==> config.mk <==
export PLATFORM = sky130hd
export DESIGN_NAME = ysyx_ifu_fetch_queue
export DESIGN_NICKNAME = d
export VERILOG_FILES = /design/src/rtl/ysyx_ifu_fetch_queue.sv
export SDC_FILE = /design/constraint.sdc
export NUM_CORES = 1
export LEC_CHECK = 0
export ABC_CLOCK_PERIOD_IN_PS = 4300
export BUFFER_PORTS_ARGS = -buffer_cell sky130_fd_sc_hd__buf_2
export CORE_ASPECT_RATIO = 1.2
export CORE_MARGIN = 4
export CORE_UTILIZATION = 44
export CTS_BUF_LIST = sky130_fd_sc_hd__clkbuf_16
export CTS_CLUSTER_DIAMETER = 100
export DETAILED_ROUTE_END_ITERATION = 7
export PLACE_DENSITY_LB_ADDON = 0.1
export SLEW_MARGIN = 20
export SYNTH_ARGS = -nofsm -noshare
export SYNTH_HDL_FRONTEND = slang
export SYNTH_SLANG_ARGS = --single-unit
==> constraint.sdc <==
create_clock -name clock -period 4.3 [get_ports clock]
set_input_delay 0 -clock clock [delete_from_list [all_inputs] [get_ports clock]]
set_output_delay 0 -clock clock [all_outputs]
set_load 0.02 [all_outputs]
==> src/rtl/ysyx_ifu_fetch_queue.sv <==
// Fetch queue between IFU and IDU: a registered circular FIFO carrying
// instruction, PC, predicted next PC and trap information. Once a trapping
// entry is accepted, further enqueues are fenced off until a flush.
`ifndef YSYX_XLEN
`define YSYX_XLEN 32
`endif

module ysyx_ifu_fetch_queue #(
    parameter int XLEN  = `YSYX_XLEN,
    parameter int DEPTH = 4
) (
    input  logic                       clock,
    input  logic                       reset,
    input  logic                       flush,

    input  logic                       in_valid,
    output logic                       in_ready,
    input  logic [31:0]                in_inst,
    input  logic [XLEN-1:0]            in_pc,
    input  logic [XLEN-1:0]            in_pnpc,
    input  logic                       in_trap,
    input  logic [XLEN-1:0]            in_cause,

    output logic                       out_valid,
    input  logic                       out_ready,
    output logic [31:0]                out_inst,
    output logic [XLEN-1:0]            out_pc,
    output logic [XLEN-1:0]            out_pnpc,
    output logic                       out_trap,
    output logic [XLEN-1:0]            out_cause,

    output logic [$clog2(DEPTH):0]     count,
    output logic                       trap_fence
);

    localparam int PTR_W = $clog2(DEPTH);
    localparam int CNT_W = PTR_W + 1;

    // Entry storage; payload only, never reset.
    logic [31:0]      inst_mem  [DEPTH];
    logic [XLEN-1:0]  pc_mem    [DEPTH];
    logic [XLEN-1:0]  pnpc_mem  [DEPTH];
    logic             trap_mem  [DEPTH];
    logic [XLEN-1:0]  cause_mem [DEPTH];

    logic [PTR_W-1:0] head;
    logic [PTR_W-1:0] tail;
    logic [CNT_W-1:0] occupancy;
    logic             fence;

    logic             full;
    logic             enq;
    logic             deq;

    // Handshake decode. in_ready depends only on registered state plus
    // flush/reset, never on out_ready, so a full queue cannot accept even
    // when the head leaves in the same cycle.
    always_comb begin
        full      = (occupancy == CNT_W'(DEPTH));
        in_ready  = reset && !full && !fence && !flush;
        out_valid = (occupancy != '0);
        enq       = in_valid && in_ready;
        deq       = out_valid && out_ready;
    end

    // Head entry presented directly from storage; no path from in_* here.
    always_comb begin
        out_inst  = inst_mem[head];
        out_pc    = pc_mem[head];
        out_pnpc  = pnpc_mem[head];
        out_trap  = trap_mem[head];
        out_cause = cause_mem[head];
    end

    assign count      = occupancy;
    assign trap_fence = fence;

    // Payload write at the tail on every accepted enqueue.
    always_ff @(posedge clock) begin
        if (enq) begin
            inst_mem[tail]  <= in_inst;
            pc_mem[tail]    <= in_pc;
            pnpc_mem[tail]  <= in_pnpc;
            trap_mem[tail]  <= in_trap;
            cause_mem[tail] <= in_cause;
        end
    end

    // Pointer, occupancy and fence state; reset beats flush, flush beats
    // any same-cycle transfer.
    always_ff @(posedge clock) begin
        if (!reset) begin
            head      <= '0;
            tail      <= '0;
            occupancy <= '0;
            fence     <= 1'b0;
        end else if (flush) begin
            head      <= '0;
            tail      <= '0;
            occupancy <= '0;
            fence     <= 1'b0;
        end else begin
            if (enq) begin
                tail <= tail + PTR_W'(1);
            end
            if (deq) begin
                head <= head + PTR_W'(1);
            end
            case ({enq, deq})
                2'b10:   occupancy <= occupancy + CNT_W'(1);
                2'b01:   occupancy <= occupancy - CNT_W'(1);
                default: occupancy <= occupancy;
            endcase
            // The fence survives dequeue of the trapping entry itself; only
            // a redirect (flush) or reset reopens the queue.
            if (enq && in_trap) begin
                fence <= 1'b1;
            end
        end
    end

endmodule

Word level (Yosys, flattened, before mapping)
Memories as Yosys holds them, arrays and structs flattened. A register that Yosys moved wholly into a read port is not among the register bits.
Index checks and enable logic that the tools add are counted.
Storage, ports and cells
  register bits after elaboration: 8
  RAM bits: 516
  bits of input ports: 134
  logic and storage cells: 42
  memories kept: 5
Memories
  cause_mem: depth 4, width 32, read ports 1, clocked after memory_dff 1, wr ports 1, RTL line 44  | logic [XLEN-1:0] cause_mem [DEPTH];
  inst_mem: depth 4, width 32, read ports 1, clocked after memory_dff 1, wr ports 1, RTL line 40  | logic [31:0] inst_mem [DEPTH];
  pc_mem: depth 4, width 32, read ports 1, clocked after memory_dff 1, wr ports 1, RTL line 41  | logic [XLEN-1:0] pc_mem [DEPTH];
  pnpc_mem: depth 4, width 32, read ports 1, clocked after memory_dff 1, wr ports 1, RTL line 42  | logic [XLEN-1:0] pnpc_mem [DEPTH];
  trap_mem: depth 4, width 1, read ports 1, clocked after memory_dff 1, wr ports 1, RTL line 43  | logic trap_mem [DEPTH];
Operators by class
  add/sub/neg operators: 4
  eq/ne operators: 3
  multiplexer cells: 13
  bitwise logic cells: 1
  reductions and logical operators: 12
Operators by type and width (count)
  2-bit two-way mux: 10
  1-bit logical AND: 6
  3-bit one-hot mux with 2 select lines: 1
  2-bit by 1-bit adder with 2-bit output, second input constant: 2
  3-bit by 1-bit adder with 3-bit output, second input constant: 1
  3-bit equality test, second input constant: 1
  1-bit logical NOT: 3
  3-bit nonzero test: 1
  3-bit by 1-bit subtractor with 3-bit output, second input constant: 1
  2-bit by 1-bit equality test with 1-bit output, second input constant: 1
  2-bit equality test, second input constant: 1
  1-bit two-way mux: 2
  2-bit nonzero test: 1
  2-bit OR reduction: 1
  1-bit inverter: 1

Depth between registers and ports, before layout
Gate-level depths: netlist (run 1).
  depth in word-level cells: 8
  mapped depth: 10
  mapped depth without buffers: 9

Worst setup path after synthesis (run 1)
Ideal clock, no wire load.
  path type: reg2reg
  start: reg occupancy[0], in the netlist count[0]
  end: mem cause_mem[0][0] in the netlist's numbering (enable)
  arrival: 2.423 ns
  required time: 3.869 ns
  slack: 1.446 ns
  stages on the path, launching flop included: 4
  path through: dfxtp_1 -> or3b_1 -> buf_2 -> and3_2
Between the ends
  word-level cells in the longest chain between the ends: 8
Ends and longest elaborated chain
  start, declared: RTL line 48  | logic [CNT_W-1:0] occupancy;
  start signal, assigned: RTL line 110  | 2'b10: occupancy <= occupancy + CNT_W'(1);
  start signal, assigned: RTL line 111  | 2'b01: occupancy <= occupancy - CNT_W'(1);
  start signal, assigned: RTL line 112  | default: occupancy <= occupancy;
  3-bit equality test: RTL line 59  | full = (occupancy == CNT_W'(DEPTH));
  1-bit logical NOT: RTL line 60  | in_ready = reset && !full && !fence && !flush;
  1-bit logical AND (3 in a row): RTL line 60
  1-bit logical AND: RTL line 62  | enq = in_valid && in_ready;
  1-bit two-way mux: RTL line 80  | if (enq) begin
  1-bit two-way mux (not written as such): RTL line 85  | cause_mem[tail] <= in_cause;
  end, declared: RTL line 44
No other way between the ends.

==> flow_metrics.tcl, run 1 <==
set metrics [dict create \
    drc 0 \
    worstHoldPathType "input port to flop" \
    first_iter_violations 391 \
    grt_max_degree 57 \
    grt_pass1_vias 9989 \
    drive_gt1_share_pct 40.9 \
    fin_skew_ns 0.0151 \
    ys_top_cells_by_area "edfxtp_1, mux4_2, dfxtp_1" \
    status "finished clean" \
    relSlewSlack_pct 37.8 \
    async_reset_ff_share_pct 0 \
    p_int_uw 8380 \
    fin_util_pct 56.5 \
    max_stage_delay_ns 0.97 \
    numCtsBuffers 51 \
    cts_resized 0 \
    startpoint_type "flop" \
    nets 1318 \
    power_density_nw_per_um2 431 \
    h-tree-depth 2 \
    worstPathRequired_ns 4.30 \
    die_height_um 237 \
    crit_type "flop to primary output" \
    gr-total-overflow 0 \
    cp_top_family "flip-flops" \
    min_period_over_period_pct 63.3 \
    place.port_buffers 268 \
    crit_fanout 43 \
    grt_usage_pct 16.8 \
    r2r-start "count[2]" \
    max_cap_viol_count 0 \
    synthCells 730 \
    rows 83 \
    final_common_cell "edfxtp_1" \
    start_util_pct 44.7 \
    synth_edf_count 516 \
    multi_input_area_um2 3230 \
    total_leakage_power_uw 0.00809 \
    synth_top_area_share_pct 80.9 \
    grt_pass1_wl_um 60200 \
    power.share.clock_pct 41.4 \
    drtPass1Iterations 5 \
    area_delta_synth_final_pct 26.5 \
    final_cell_mix "edfxtp_1, buf_2, dlygate4sd3_1" \
    drv_slew 0 \
    worstPathArrival_ns 2.72 \
    pin_count 269 \
    cts_tree "done" \
    cts_sinks 526 \
    ir_drop_mv 0.337 \
    p_sw_share_pct 19.8 \
    finalHoldViolCount 0 \
    core_um2 42900 \
    cp_slowest_cell "dfxtp_4" \
    yosysTopAreaCell "edfxtp_1" \
    via_per_inst 5.12 \
    fin_setup_tns_ns 0 \
    nFillCells 3297 \
    hold_path.startpoint "in_pnpc[9]" \
    synth-warning-count 0 \
    regArea_um2 15700 \
    setup_viol 0 \
    place_congestion 0.703 \
    totalWireLength_um 39200 \
    crit_chain "buf_4 > mux4_2 > buf_2" \
    crit_path_end_kind "primary output" \
    ant_nets 0 \
    syn-num-nets 870 \
    dpl.hpwl_um 23800 \
    synth-seq-area-share_pct 81.9 \
    vias 9084 \
    syn_area_um2 19200 \
    syn_avg_cell_area_um2 26.2 \
    rsz0062_at_grt "false" \
    antenna_found_initial 5 \
    ys.flop_type "edfxtp_1" \
    post_drt_wl_per_cell_um 22.1 \
    fmax_ghz 0.367 \
    p_comb_share_pct 4.0 \
    period_needed_ns 2.72 \
    p_sw_uw 2070 \
    synth_seq_cells 526 \
    synth.distinct_cells 30 \
    clkTransAtPathRegs_ns 0.07 \
    clk-insertion-delay-late_ns 0.58 \
    fp.dieArea_um2 46900 \
    die_x_um 198 \
    clockBufferDepth 3 \
    worst_pin_slew_ns 0.932 \
    cts_root_buffer "clkbuf_16" \
    crit_buf_inv 2 \
    seq_power_share_pct 54.6 \
]
[flip-flops by register name (all words and copies together) (netlist names), named ones only]
signal / cells
trap_fence: 1
cause_mem: 128
inst_mem: 128
count: 3
head: 2
pc_mem: 128
trap_mem: 4
pnpc_mem: 128
tail: 2
[final timing paths]
kind,slack [ns],endpoint,cells after the start
hold reg to reg,0.54,trap_fence,1
hold / removal,0.17,pnpc_mem[2][9],2
setup / recovery,1.58,out_inst[12],3
setup reg to reg,1.75,count[2],9
[area by class of cell]
cell class | instances | share of cell area [%]
inverter | 6 | 0.0930
multi-input combinational | 168 | 13.3
sequential | 526 | 64.8
timing repair buffer | 425 | 12.1
antenna | 4 | 0.0413
clock buffer | 52 | 5.37
clock inverter | 40 | 1.36
tap | 552 | 2.85
[metal layers]
layer / vias to the layer above / share of wire [%] / global-route usage (%) / wire length (um)
met5: - / 0.033 / 0 / 13
met4: 2 / 2.2 / 4.44 / 860
met3: 59 / 6.8 / 5.25 / 2680
met2: 237 / 50 / 27.6 / 19700
met1: 4728 / 41 / 22.2 / 16000
li1: 4058 / - / - / -
[through the flow]
stage | cell area, um^2 | worst slack, ns | std cells | hold WS (ns) | power, uW
floorplan | 19200 | 1.45 | 730 | 0.0989 | 5950
global placement | 21200 | 1.81 | 1540 | 0.216 | 6120
detailed placement | 21200 | 1.76 | 1540 | 0.217 | 6130
CTS | 24200 | 1.42 | 1769 | 0.124 | 10600
global route | 24200 | 1.30 | 1771 | 0.153 | 10800
finish | 24200 | 1.58 | 1773 | 0.168 | 10400
[cells by family after synthesis]
family,share of synthesized area [%]
AOI/OAI and AO/OA,0.314
xor gates and xnor gates,0.183
adders and majority gates,0.431
buffers and inverters,1.27
DFF,81.9
muxes,15.2
and+or+nand+nor,0.686
[timing repair]
| item | in CTS | in global routing |
|---|---|---|
| endpoints found under the hold margin | 526 | 0 |
| setup buffers | 0 | 0 |
| hold buffers | 137 | 0 |
[cells in the mapped netlist (3+ instances only)]
master      n
and3_2      4
buf_2      14
buf_6      11
clkbuf_1    3
dfxtp_1    10
edfxtp_1  516
ha_1        5
inv_1       6
mux4_2    129
nor2_1      6
xor2_1      3
[power by group through the flow]
stage                     registers (uW)  clock network, uW  logic [uW]
final                               5700               4330         419
after global routing                5700               4690         455
after CTS                           5700               4460         428
after detailed placement            5810                  0         322
after global placement              5810                  0         317
after floorplan                     5810                  0         140
Power figures use the tool's default switching activity.
==> run 2, diff against run 1 <==
ABC_CLOCK_PERIOD_IN_PS = 2300   (was 4300)
clock period = 2.3 ns   (was 4.3 ns; I/O delays follow)
==> run 2 against run 1 <==
Effect of this change: combinational power increased by 89%; clock power rose by 79%; count of clock-buffer cells in the layout rose by 1; core utilization is 0.62 points higher; sequential cell count stayed put; first-iteration DRC count up 13%; critical path type is now flop to flop; largest cell class unchanged.
==> flow_metrics.tcl, run 2 (synthesized netlist as in run 1, its figures left out) <==
set metrics [dict create \
    status "finished clean" \
    via_per_inst 5.08 \
    grt_pass1_wl_um 58800 \
    drc 0 \
    crit_chain "or3b_1 > and2_4 > inv_2 > ha_4 > inv_2 > fa_2 > xor2_1 > or3_4 > a21oi_2" \
    dp_cells 1551 \
    place.port_buffers 268 \
    first_iter_violations 443 \
    core_um2 42900 \
    min_period_over_period_pct 96.0 \
    final_cell_mix "edfxtp_1, buf_2, dlygate4sd3_1" \
    die_height_um 237 \
    ir_drop_mv 0.574 \
    grt_max_degree 60 \
    p_total_uw 19200 \
    crit_type "flop to flop" \
    rows 83 \
    worst_slack_ns 0.0919 \
    worst_pin_slew_ns 0.453 \
    crit_fanout 7 \
    drive_gt1_share_pct 41.6 \
    final_area_um2 24500 \
    dpl-instance-area_um2 21500 \
    pin_count 269 \
    ant_nets 0 \
    finalNonFillerCells 1786 \
    grt_pass1_vias 10000 \
    place_congestion 0.728 \
    finalHoldViolCount 0 \
    clk-insertion-delay-late_ns 0.57 \
    power_density_nw_per_um2 784 \
    fin_setup_tns_ns 0 \
    area_delta_synth_final_pct 27.9 \
    die_x_um 198 \
    total_leakage_power_uw 0.00822 \
    cts_sinks 526 \
    cp_slowest_cell "or3b_1" \
    fp.dieArea_um2 46900 \
    drtPass1Iterations 4 \
    fmax_ghz 0.453 \
    post_drt_wl_per_cell_um 21.3 \
    nFillCells 3174 \
    crit_top_cell "inv_2" \
    worstPathRequired_ns 2.80 \
    gr-total-overflow 0 \
    crit_path_end_kind "flop" \
    setup_viol 0 \
    antenna_found_initial 2 \
    dpl.hpwl_um 23100 \
    nets 1332 \
    max_cap_viol_count 0 \
    drv_slew 0 \
    h-tree-depth 2 \
    relSlewSlack_pct 69.4 \
    grt_usage_pct 16.3 \
    worstHoldPathType "input port to flop" \
    start_util_pct 44.7 \
    clkTransAtPathRegs_ns 0.06 \
    cts_root_buffer "clkbuf_16" \
    startpoint_type "flop" \
    numCtsBuffers 51 \
    final_common_cell "edfxtp_1" \
    period_needed_ns 2.21 \
    totalWireLength_um 38100 \
    vias 9079 \
    worstPathArrival_ns 2.71 \
    clockBufferDepth 3 \
    rsz0062_at_grt "false" \
    fin_skew_ns 0.0152 \
    max_stage_delay_ns 0.40 \
    place_worst_setup_slack_ns 0.0908 \
    cts_tree "done" \
]
run 2: final timing paths:
kind | startpoint | to | slack [ns] | cells past startpoint
setup / recovery | count[0] | count[2] | 0.09 | 9
hold / removal | in_cause[30] | cause_mem[3][30] | 0.18 | 2
setup reg to reg | count[0] | count[2] | 0.09 | 9
hold reg to reg | tail[0] | tail[0] | 0.52 | 2
run 2: timing repair:
| action | 4_1_cts | 5_1_grt |
|---|---|---|
| setup endpoints to repair | 0 | 21 |
| hold buffers | 136 | 0 |
| hold endpoints to repair | 526 | 0 |
| setup buffers | 0 | 4 |
| gates resized for setup | 0 | 3 |
run 2: layout make-up:
class / count / area, um^2 / share of cell area, %
Inverter: 6 / 22.5 / 0.0920
Sequential cell: 526 / 15700 / 64.2
Tap cell: 552 / 691 / 2.82
Multi-Input combinational cell: 168 / 3250 / 13.3
Clock inverter: 40 / 238 / 0.971
Antenna cell: 2 / 5.00 / 0.0204
Clock buffer: 53 / 1330 / 5.42
Timing Repair Buffer: 439 / 3240 / 13.2
run 2: report_power, final:
group | leakage (uW) | internal, uW | total [uW] | switching (uW)
logic | 0.00265 | 390 | 791 | 402
clock network | 0.000829 | 4460 | 7760 | 3300
registers | 0.00474 | 10600 | 10600 | 22.9
run 2: per-layer routing:
metal | track usage [%] | routed length, um | part of all wire, %
met4 | 4.66 | 837 | 2.2
met5 | 0 | 0 | 0
met2 | 26.6 | 18900 | 50
met1 | 22.0 | 15900 | 42
met3 | 4.28 | 2520 | 6.6
run 2: per-stage QoR:
stage,hold slack [ns],util [%]
floorplan,0.0989,-
global placement,0.214,50.2
detailed placement,0.219,50.2
CTS,0.122,57.0
global route,0.159,57.1
finish,0.175,57.1
run 2: critical path, delay by kind of cell (launching register included):
kind                       cells  cell delay (ns)
DFF                            1             0.36
xor gates and xnor gates       1             0.18
and+or+nand+nor                3             0.90
adders and majority gates      2             0.48
AOI/OAI and AO/OA              1             0.12
buffers and inverters          2             0.10
